==> src/rtl/elevator_pkg.sv <==
// Shared state encoding, direction constants and sizing helper for the elevator car controller.
package elevator_pkg;

  typedef enum logic [1:0] {
    ST_IDLE = 2'd0,
    ST_MOVE = 2'd1,
    ST_DOOR = 2'd2
  } state_t;

  localparam logic DIR_UP   = 1'b1;
  localparam logic DIR_DOWN = 1'b0;

  function automatic int max_int(input int a, input int b);
    return (a > b) ? a : b;
  endfunction

endpackage

==> src/rtl/elev_timer.sv <==
// Loadable down-counter shared by the MOVE and DOOR phases of the car controller.
module elev_timer #(
  parameter int W = 3
) (
  input  logic         clk,
  input  logic         rst,
  input  logic         load,
  input  logic [W-1:0] load_val,
  input  logic         en,
  output logic [W-1:0] count,
  output logic         zero
);

  // Count register: load wins over decrement, and the count saturates at zero.
  always_ff @(posedge clk) begin
    if (rst) begin
      count <= '0;
    end else if (load) begin
      count <= load_val;
    end else if (en && (count != '0)) begin
      count <= count - W'(1);
    end else begin
      count <= count;
    end
  end

  assign zero = (count == '0);

endmodule

==> src/rtl/elevator_ctrl.sv <==
// SCAN elevator car controller: one decision cycle in IDLE, timed floor-to-floor travel, timed door stops.
module elevator_ctrl
  import elevator_pkg::*;
#(
  parameter  int WIDTH       = 5,
  parameter  int MOVE_CYCLES = 4,
  parameter  int DOOR_CYCLES = 3,
  localparam int FLW         = (WIDTH > 1) ? $clog2(WIDTH) : 1
) (
  input  logic             clk,
  input  logic             rst,
  input  logic [WIDTH-1:0] req,
  output logic [WIDTH-1:0] off,
  output logic [FLW-1:0]   floor,
  output logic             dir,
  output logic             moving,
  output logic             door_open
);

  localparam int TW = $clog2(max_int(MOVE_CYCLES, DOOR_CYCLES) + 1);

  state_t           state_r;
  state_t           state_s;
  logic [FLW-1:0]   floor_s;
  logic             dir_s;
  logic [WIDTH-1:0] off_s;
  logic             above_s;
  logic             below_s;
  logic             here_s;
  logic             load_s;
  logic [TW-1:0]    load_val_s;
  logic             en_s;
  logic [TW-1:0]    count_s;
  logic             zero_s;

  elev_timer #(.W(TW)) u_timer (
    .clk      (clk),
    .rst      (rst),
    .load     (load_s),
    .load_val (load_val_s),
    .en       (en_s),
    .count    (count_s),
    .zero     (zero_s)
  );

  // Request masks relative to the current floor.
  always_comb begin
    above_s = 1'b0;
    below_s = 1'b0;
    here_s  = 1'b0;
    for (int i = 0; i < WIDTH; i++) begin
      if (FLW'(i) > floor) begin
        above_s = above_s | req[i];
      end else if (FLW'(i) < floor) begin
        below_s = below_s | req[i];
      end else begin
        here_s = req[i];
      end
    end
  end

  // Next-state, timer control and next registered outputs.
  always_comb begin
    state_s    = state_r;
    floor_s    = floor;
    dir_s      = dir;
    load_s     = 1'b0;
    load_val_s = '0;
    en_s       = 1'b0;
    off_s      = '0;
    case (state_r)
      ST_IDLE: begin
        // A stop here beats travel; otherwise keep sweeping, reversing only when nothing lies ahead.
        if (here_s) begin
          state_s    = ST_DOOR;
          load_s     = 1'b1;
          load_val_s = TW'(DOOR_CYCLES - 1);
        end else if ((dir == DIR_UP) && above_s) begin
          state_s    = ST_MOVE;
          load_s     = 1'b1;
          load_val_s = TW'(MOVE_CYCLES - 1);
        end else if ((dir == DIR_UP) && below_s) begin
          state_s    = ST_MOVE;
          dir_s      = DIR_DOWN;
          load_s     = 1'b1;
          load_val_s = TW'(MOVE_CYCLES - 1);
        end else if ((dir == DIR_DOWN) && below_s) begin
          state_s    = ST_MOVE;
          load_s     = 1'b1;
          load_val_s = TW'(MOVE_CYCLES - 1);
        end else if ((dir == DIR_DOWN) && above_s) begin
          state_s    = ST_MOVE;
          dir_s      = DIR_UP;
          load_s     = 1'b1;
          load_val_s = TW'(MOVE_CYCLES - 1);
        end else begin
          state_s = ST_IDLE;
        end
      end
      ST_MOVE: begin
        if (zero_s) begin
          state_s = ST_IDLE;
          floor_s = (dir == DIR_UP) ? (floor + FLW'(1)) : (floor - FLW'(1));
        end else begin
          en_s = 1'b1;
        end
      end
      ST_DOOR: begin
        if (count_s == '0) begin
          state_s = ST_IDLE;
        end else begin
          en_s = 1'b1;
        end
      end
      default: begin
        state_s = ST_IDLE;
      end
    endcase
    if (state_s == ST_DOOR) begin
      off_s[floor_s] = 1'b1;
    end else begin
      off_s = '0;
    end
  end

  // State and output registers; reset homes the car to floor 0 heading up.
  always_ff @(posedge clk) begin
    if (rst) begin
      state_r   <= ST_IDLE;
      floor     <= '0;
      dir       <= DIR_UP;
      off       <= '0;
      moving    <= 1'b0;
      door_open <= 1'b0;
    end else begin
      state_r   <= state_s;
      floor     <= floor_s;
      dir       <= dir_s;
      off       <= off_s;
      moving    <= (state_s == ST_MOVE);
      door_open <= (state_s == ST_DOOR);
    end
  end

endmodule

==> config.mk <==
export PLATFORM = sky130hd
export DESIGN_NAME = elevator_ctrl
export DESIGN_NICKNAME = d
export VERILOG_FILES = /design/src/rtl/elevator_pkg.sv /design/src/rtl/elev_timer.sv /design/src/rtl/elevator_ctrl.sv
export SDC_FILE = /design/constraint.sdc
export NUM_CORES = 1
export LEC_CHECK = 0
export CAP_MARGIN = 40
export CORE_ASPECT_RATIO = 1.2
export CORE_MARGIN = 1.5
export CORE_UTILIZATION = 35
export DETAILED_ROUTE_END_ITERATION = 12
export GPL_TIMING_DRIVEN = 0
export SKIP_CTS_REPAIR_TIMING = 1
export SYNTH_ARGS = -nofsm -noshare
export SYNTH_HDL_FRONTEND = slang
export SYNTH_HIERARCHICAL = 1
export SYNTH_SLANG_ARGS = --single-unit
export TNS_END_PERCENT = 30
==> constraint.sdc <==
create_clock -name clk -period 2.94 [get_ports clk]
set_input_delay 0.588 -clock clk [delete_from_list [all_inputs] [get_ports clk]]
set_output_delay 0.588 -clock clk [all_outputs]
set_load 0.02 [all_outputs]
==> impl_metrics.json, run 1 <==
{
  "outcome": "finished clean",
  "tightest_slew_ns": 0.512,
  "synth_cells": 127,
  "grt_max_degree": 11,
  "critPathBufInv": 2,
  "nets": 167,
  "slowest_delay_ns": 0.41,
  "path_cells": "buf_6 > inv_1 > ha_1 > o311a_1 > a311oi_1 > o21ai_2 > nor3_1 > nor2_1 > or3_1 > a31oi_1",
  "place_congestion": 0.772,
  "leakagePower_nw": 0.564,
  "r2r-end": "u_timer/count[1]",
  "cp-start-kind": "flip-flop",
  "setup_slack_ns": 0.218,
  "rsz0062_at_grt": "no",
  "busiest_layer": "met2",
  "root_buffer": "clkbuf_4",
  "rrSetupSlack_ns": 0.22,
  "cts_sinks": 16,
  "clk_pin_slew_ns": 0.09,
  "dp_hpwl_mm": 1.72,
  "cts_inserted_buffers": 3,
  "wl_per_cell_microns": 11.9,
  "most-common-layout-cells": "nor2_1 (18), clkdlybuf4s50_1 (17), dfxtp_1 (16)",
  "io_buffers": 17,
  "finalClockSkew_ns": 0.000499,
  "hold_violations": 0,
  "seq_area_sq_um": 320,
  "synth_seq_area_share_pct": 29.4,
  "synth-seq-cells": 16,
  "routed_wirelength_mm": 2.20,
  "drt-vias-per-instance": 5.04,
  "ios": 18,
  "slowest_stage": "dfxtp_1",
  "via_count": 928,
  "critPathLaunch": "floor[0]",
  "synth_top_area_share_pct": 29.4,
  "synth_edf_count": 0,
  "cts_max_path_buffers": 2,
  "yosysTopAreaCell": "dfxtp_1",
  "critPathMaxFanout": 9,
  "crit_type": "flip-flop to flip-flop",
  "die_x_microns": 54.0,
  "hp-class": "flip-flop to flip-flop",
  "yosys-top-cells-area": "dfxtp_1 (29%), ha_1 (13%), nor2_1 (6.2%)",
  "finalSetupViolCount": 0,
  "critPathTopFamily": "compound AO/OA/AOI/OAI gates",
  "reg2regPathDepth": 10,
  "final_cells": 184,
  "grt_pass1_wl_mm": 3.81,
  "period_minus_slack_ns": 2.72,
  "max_freq_mhz": 367,
  "die_h_microns": 64.2,
  "worstSetupEndpoint": "u_timer/count[1]",
  "place_worst_setup_slack_ns": 0.138,
  "grt_overflow": 0,
  "antenna_found_initial": 0,
  "design_area_sq_um": 1340,
  "worst_setup_path_end_kind": "flip-flop",
  "clock_latency_ns": 0.28,
  "htree_levels": 1,
  "cp_num_cells": 10,
  "met2_usage_pct": 23.5,
  "die_area_sq_um": 3460,
  "multi_input_area_sq_um": 699,
  "drtIter0Drc": 31,
  "place_area_sq_um": 1310,
  "initial_core_util_pct": 36.0,
  "maxCapViolCount": 0,
  "synthArstFlopShare_pct": 0,
  "yosys_warnings": 6,
  "postLayoutCoreUtil_pct": 44.3,
  "grt_pass1_vias": 882,
  "antenna_cells": 0,
  "tns_ns": 0,
  "finalCritPeriodShare_pct": 92.6,
  "n_fill_cell": 303,
  "cts_tree": "done",
  "grt_util_met1_pct": 19.5,
  "arrival_ns": 2.93,
  "synth-main-ff-cell": "dfxtp_1",
  "dr.pass1.iters": 4,
  "peakVddDrop_uv": 450,
  "dp.cells": 180,
  "powerDensity_nw_per_um2": 740,
  "timing.rr.start": "floor[0]",
  "remaining_drc_errors": 0,
  "required_ns": 3.15,
  "ys_types": 42,
  "area_growth_pct": 23.1,
  "coreArea_sq_um": 3030,
  "grt_use_met3_pct": 2.10,
  "slew_violations": 0,
  "maxSlewHeadroom_pct": 65.6,
  "syn_nets": 145,
  "holdPathStages": 2,
  "netlist_area_sq_um": 1090,
  "rows": 22,
  "layout-drive-gt1-share_pct": 11.5,
  "grt.total_usage_pct": 14.5,
  "antenna_left": 0,
  "final_common_cell": "nor2_1",
  "avgSynthCellArea_sq_um": 8.59
}
[synthesized netlist by cell type (2+ instances only)]
cell type	instances
nor2_1	18
dfxtp_1	16
inv_1	13
ha_1	11
nand2_1	9
a21oi_1	6
a31oi_1	4
nor3_1	4
nand3b_1	3
o21ai_0	3
xnor2_1	3
and2_1	2
nand3_1	2
nand4_1	2
o21a_1	2
o31ai_1	2
or3_1	2
[worst reg2reg max path, delay by kind of cell, from the launching register on]
kind                       cells  cell delay [ns]
AOI/OAI and AO/OA              4             1.04
and+or+nand+nor                3             0.70
DFF                            1             0.41
buffers and inverters          2             0.25
adders and majority gates      1             0.25
[per-stage QoR]
| step | total power (W) | hold slack (ns) |
|---|---|---|
| after floorplan | 0.000714 | 0.485 |
| after global placement | 0.000840 | 0.515 |
| after detailed placement | 0.000854 | 0.522 |
| after CTS | 0.00100 | 0.539 |
| after global routing | 0.00109 | 0.568 |
| final | 0.000993 | 0.541 |
[logic make-up after synthesis]
group,count (synthesis),synth area share (%)
buf+inv,16,6.54
xor+xnor,4,3.21
compound gates,29,23.6
flops,16,29.4
other cells,1,0.344
fa+ha+maj,12,13.5
simple gates,48,22.5
mux,1,0.917
[power by group]
part / switching, W / internal [W]
sequential: 0.0000349 / 0.000268
combinational: 0.000314 / 0.000234
clock: 0.0000680 / 0.0000753
[registers in the layout, summed over array words and instances (netlist names)]
register       count
state_r            2
floor              3
u_timer/count      3
off                5
door_open          1
moving             1
dir                1
[worst min-delay path by stage]
stage	start	endpoint
after global placement	u_timer/count[2]	u_timer/count[2]
after detailed placement	u_timer/count[1]	u_timer/count[1]
final	u_timer/count[2]	u_timer/count[2]
after global routing	u_timer/count[2]	u_timer/count[2]
after CTS	u_timer/count[1]	u_timer/count[1]
after floorplan	u_timer/count[1]	u_timer/count[1]
[routing by layer]
layer  vias up  wire, microns
li1        481              -
met1       433           1020
met2        12           1100
met3         2             62
met4         0             13
met5         -              0
[area by class of cell]
class / instances / share of cell area [%]
buffer: 3 / 1.68
clock buffer: 4 / 2.70
inverter: 13 / 3.63
multi-input combinational: 95 / 52.1
sequential: 16 / 23.9
tap: 36 / 3.36
timing repair buffer: 17 / 12.7
Note: power is estimated with default switching activity, not from simulation.
==> run 2: changes to the inputs <==
HOLD_SLACK_MARGIN = 0.03   (was unset)
MAX_ROUTING_LAYER = met4   (was unset)
==> impl_metrics.json, run 2 (same netlist as run 1, synthesis figures left out) <==
{
  "powerDensity_nw_per_um2": 739,
  "drt-vias-per-instance": 5.04,
  "arrival_ns": 2.93,
  "multi_input_area_sq_um": 699,
  "grt_pass1_vias": 885,
  "hold_violations": 0,
  "grt_max_degree": 11,
  "ios": 18,
  "root_buffer": "clkbuf_4",
  "tightest_slew_ns": 0.512,
  "combPwrFrac_pct": 55.2,
  "regMostFlops": "off",
  "p_sw_share_pct": 41.9,
  "rrSetupSlack_ns": 0.22,
  "routed_wirelength_mm": 2.20,
  "design_area_sq_um": 1340,
  "finalCritPeriodShare_pct": 92.5,
  "remaining_drc_errors": 0,
  "cts_tree": "done",
  "p_clk_share_pct": 14.4,
  "finalSetupViolCount": 0,
  "drtIter0Drc": 32,
  "place_worst_setup_slack_ns": 0.138,
  "min_to": "u_timer/count[2]",
  "grt.total_usage_pct": 14.8,
  "dr.pass1.iters": 4,
  "seq_power_share_pct": 30.5,
  "antenna_found_initial": 0,
  "setup_slack_ns": 0.222,
  "crit_type": "flip-flop to flip-flop",
  "die_x_microns": 54.0,
  "initial_core_util_pct": 36.0,
  "cts_inserted_buffers": 3,
  "peakVddDrop_uv": 450,
  "max_freq_mhz": 368,
  "clk_pin_slew_ns": 0.09,
  "n_fill_cell": 303,
  "grt_overflow": 0,
  "most-common-layout-cells": "nor2_1 (18), clkdlybuf4s50_1 (17), dfxtp_1 (16)",
  "rsz0062_at_grt": "no",
  "htree_levels": 1,
  "dp.cells": 180,
  "period_minus_slack_ns": 2.72,
  "die_h_microns": 64.2,
  "worst_setup_path_end_kind": "flip-flop",
  "wl_per_cell_microns": 11.9,
  "reg2regPathDepth": 10,
  "coreArea_sq_um": 3030,
  "cp-start-kind": "flip-flop",
  "finalPower_w": 0.000992,
  "nets": 167,
  "antenna_left": 0,
  "reg_top3": "off x5, floor x3, u_timer/count x3",
  "maxSlewHeadroom_pct": 65.6,
  "io_buffers": 17,
  "maxCapViolCount": 0,
  "min-delay-start": "u_timer/count[2]",
  "required_ns": 3.15,
  "place_area_sq_um": 1310,
  "grt_pass1_wl_mm": 3.82,
  "area_growth_pct": 23.1,
  "largest_reg_flops": 5,
  "holdPathStages": 2,
  "final_common_cell": "nor2_1",
  "r2r-end": "u_timer/count[1]",
  "clock_latency_ns": 0.28,
  "layout-drive-gt1-share_pct": 11.5,
  "cts_sinks": 16,
  "rows": 22,
  "via_count": 927,
  "cts_max_path_buffers": 2,
  "place_congestion": 0.783,
  "leakagePower_nw": 0.564,
  "p_int_w": 0.000576,
  "critPathMaxFanout": 9,
  "outcome": "finished clean",
  "slew_violations": 0,
  "final_cells": 184,
  "tns_ns": 0,
  "dp_hpwl_mm": 1.72,
  "finalClockSkew_ns": 0.00248,
  "antenna_cells": 0,
  "seq_area_sq_um": 320,
  "hp-class": "flip-flop to flip-flop",
  "timing.rr.start": "floor[0]",
  "p_switching_w": 0.000416,
  "die_area_sq_um": 3460
}
run 2: cell counts in the layout (fill, tap and decap cells not counted):
Identical to the previous run, type by type.
run 2: worst max-delay path by stage:
stage,startpoint,endpoint,slack (ns),cells past startpoint
2_1_floorplan,floor[0],u_timer/count[2],0.41,10
3_3_place_gp,req[1],u_timer/count[1],0.23,8
3_5_place_dp,req[1],u_timer/count[2],0.14,8
4_1_cts,floor[0],u_timer/count[2],0.24,10
5_1_grt,floor[0],u_timer/count[1],0.006,10
6_report,floor[0],u_timer/count[1],0.22,10
run 2: metrics by stage:
stage	utilization (%)	hold slack [ns]
floorplan	-	0.485
global placement	43.1	0.515
detailed placement	43.1	0.522
CTS	44.3	0.539
global route	44.3	0.568
finish	44.3	0.541
run 2: critical path: stages (launching register included):
cell and delay [ns]:
dfxtp_1 0.41, buf_6 0.16, inv_1 0.09, ha_1 0.25, o311a_1 0.31, a311oi_1 0.37, o21ai_2 0.21, nor3_1 0.17
nor2_1 0.14, or3_1 0.39, a31oi_1 0.15
run 2: final cells by class:
type                       count  share of cell area (%)
multi-input combinational     95                    52.1
sequential                    16                    23.9
clock buffer                   4                    2.70
timing repair buffer          17                    12.7
buffer                         3                    1.68
tap                           36                    3.36
inverter                      13                    3.63
run 2: layer usage:
layer	GRT usage (%)	share of wire, %
met3	2.10	2.8
met1	19.5	47
met5	-	0
met4	3.85	0.59
met2	23.5	50
run 2: power groups by stage:
stage               Clock (W)  Combinational (W)  Sequential, W
floorplan                   0           0.000383       0.000331
global placement            0           0.000536       0.000305
detailed placement          0           0.000546       0.000308
CTS                  0.000149           0.000551       0.000302
global route         0.000161           0.000615       0.000311
finish               0.000142           0.000547       0.000302
==> run 3: changes to the inputs <==
SYNTH_HIERARCHICAL = unset   (was 1)
clock period = 2.8 ns   (was 2.94 ns; I/O delays follow)
==> impl_metrics.json, run 3 <==
{
  "yosys-top-cells-area": "dfxtp_1 (30%), ha_1 (12%), xnor2_1 (4.1%)",
  "cts_inserted_buffers": 3,
  "finalSetupViolCount": 0,
  "die_area_sq_um": 3430,
  "crit_type": "flip-flop to flip-flop",
  "most-common-layout-cells": "dfxtp_1 (16), clkdlybuf4s50_1 (16), inv_1 (10), ha_1 (10), nor2_1 (9)",
  "period_minus_slack_ns": 2.16,
  "leakagePower_nw": 0.566,
  "coreArea_sq_um": 2860,
  "grt_pass1_wl_mm": 3.72,
  "antenna_cells": 0,
  "yosys_warnings": 0,
  "antenna_found_initial": 0,
  "wl_per_cell_microns": 13.0,
  "postLayoutCoreUtil_pct": 46.0,
  "finalClockSkew_ns": 0.00576,
  "outcome": "finished clean",
  "die_h_microns": 63.8,
  "required_ns": 2.98,
  "synth_top_area_share_pct": 29.7,
  "tns_ns": 0,
  "largest_reg_flops": 5,
  "synth-seq-cells": 16,
  "grt_overflow": 0,
  "tightest_slew_ns": 0.457,
  "rows": 21,
  "regMostFlops": "off",
  "worst_setup_path_end_kind": "flip-flop",
  "max_freq_mhz": 462,
  "powerDensity_nw_per_um2": 583,
  "reg_top3": "off x5, floor x3, u_timer.count x3",
  "reg2regPathDepth": 7,
  "synth_cells": 111,
  "cp-start-kind": "flip-flop",
  "maxSlewHeadroom_pct": 69.2,
  "syn_nets": 128,
  "critPathMaxFanout": 8,
  "dp_hpwl_mm": 1.70,
  "area_growth_pct": 22.1,
  "die_x_microns": 53.7,
  "cts_tree": "done",
  "drt-vias-per-instance": 5.13,
  "grt_pass1_vias": 863,
  "via_count": 847,
  "arrival_ns": 2.35,
  "peakVddDrop_uv": 377,
  "hp-class": "flip-flop to flip-flop",
  "antenna_left": 0,
  "clock_latency_ns": 0.29,
  "synth_common_cells": "dfxtp_1 (16), ha_1 (10), inv_1 (10), nor2_1 (9)",
  "io_buffers": 16,
  "slew_violations": 0,
  "netlist_area_sq_um": 1080,
  "n_fill_cell": 276,
  "cts_sinks": 16,
  "ys_types": 43,
  "avgSynthCellArea_sq_um": 9.73,
  "root_buffer": "clkbuf_4",
  "synth_edf_count": 0,
  "htree_levels": 1,
  "synth-main-ff-cell": "dfxtp_1",
  "hold_violations": 0,
  "grt_max_degree": 11,
  "multi_input_area_sq_um": 687,
  "synth.most_common_cell": "dfxtp_1",
  "yosysTopAreaCell": "dfxtp_1",
  "layout-drive-gt1-share_pct": 13.7,
  "routed_wirelength_mm": 2.15,
  "dr.pass1.iters": 4,
  "initial_core_util_pct": 37.7,
  "clk_pin_slew_ns": 0.10,
  "maxCapViolCount": 0,
  "synthArstFlopShare_pct": 0,
  "ios": 18,
  "finalCritPeriodShare_pct": 77.3,
  "seq_area_sq_um": 320,
  "drtIter0Drc": 18,
  "holdPathStages": 2,
  "place_congestion": 0.734,
  "remaining_drc_errors": 0,
  "nets": 149,
  "cts_max_path_buffers": 2,
  "rsz0062_at_grt": "no",
  "synth_seq_area_share_pct": 29.7,
  "grt.total_usage_pct": 14.6
}
run 3: worst paths after layout:
check	from	endpoint	slack, ns
setup reg to reg	floor[0]	dir	0.64
hold reg to reg	u_timer.count[0]	u_timer.count[0]	0.58
hold / removal	u_timer.count[0]	u_timer.count[0]	0.58
setup / recovery	floor[0]	dir	0.64
run 3: layer usage:
| layer | track usage, % | routed length (microns) |
|---|---|---|
| met1 | 17.0 | 969 |
| met4 | 6.73 | 42 |
| met3 | 1.64 | 75 |
| met2 | 24.4 | 1060 |
| met5 | - | 0 |
run 3: cell families after synthesis:
| logic type | Yosys count | share of synthesized area [%] |
|---|---|---|
| buffers and inverters | 15 | 6.72 |
| AO/OA/AOI/OAI | 26 | 22.7 |
| XOR/XNOR | 5 | 4.06 |
| AND/OR/NAND/NOR | 36 | 22.4 |
| adder cells (fa/ha/maj) | 11 | 12.6 |
| flip-flops | 16 | 29.7 |
| multiplexers | 2 | 1.85 |
run 3: area by class of cell:
class | count | area share, %
buffer | 5 | 2.66
clock buffer | 4 | 2.75
timing repair buffer | 16 | 12.1
sequential | 16 | 24.3
tap | 34 | 3.23
multi-input combinational | 80 | 52.1
inverter | 10 | 2.85
run 3: metrics by stage:
step | instance area, sq um | power (W) | instances | setup slack, ns | hold slack [ns]
after CTS | 1320 | 0.000782 | 165 | 0.631 | 0.592
after global placement | 1280 | 0.000614 | 161 | 0.435 | 0.546
after global routing | 1320 | 0.000826 | 165 | 0.501 | 0.630
final | 1320 | 0.000768 | 165 | 0.635 | 0.578
after detailed placement | 1280 | 0.000624 | 161 | 0.445 | 0.571
after floorplan | 1080 | 0.000536 | 111 | 0.662 | 0.518
run 3: worst max-delay path: stages (launching register included):
cell      delay [ns]
dfxtp_1         0.40
buf_6           0.16
inv_1           0.10
ha_1            0.27
nor4bb_4        0.18
o311ai_4        0.39
nand3_4         0.14
o41a_1          0.42
run 3: where the power goes:
part	leakage [nW]	switching [W]	internal [W]	total, W
combinational	0.415	0.000189	0.000151	0.000340
clock	0.0210	0.0000739	0.0000792	0.000153
sequential	0.130	0.0000176	0.000258	0.000275
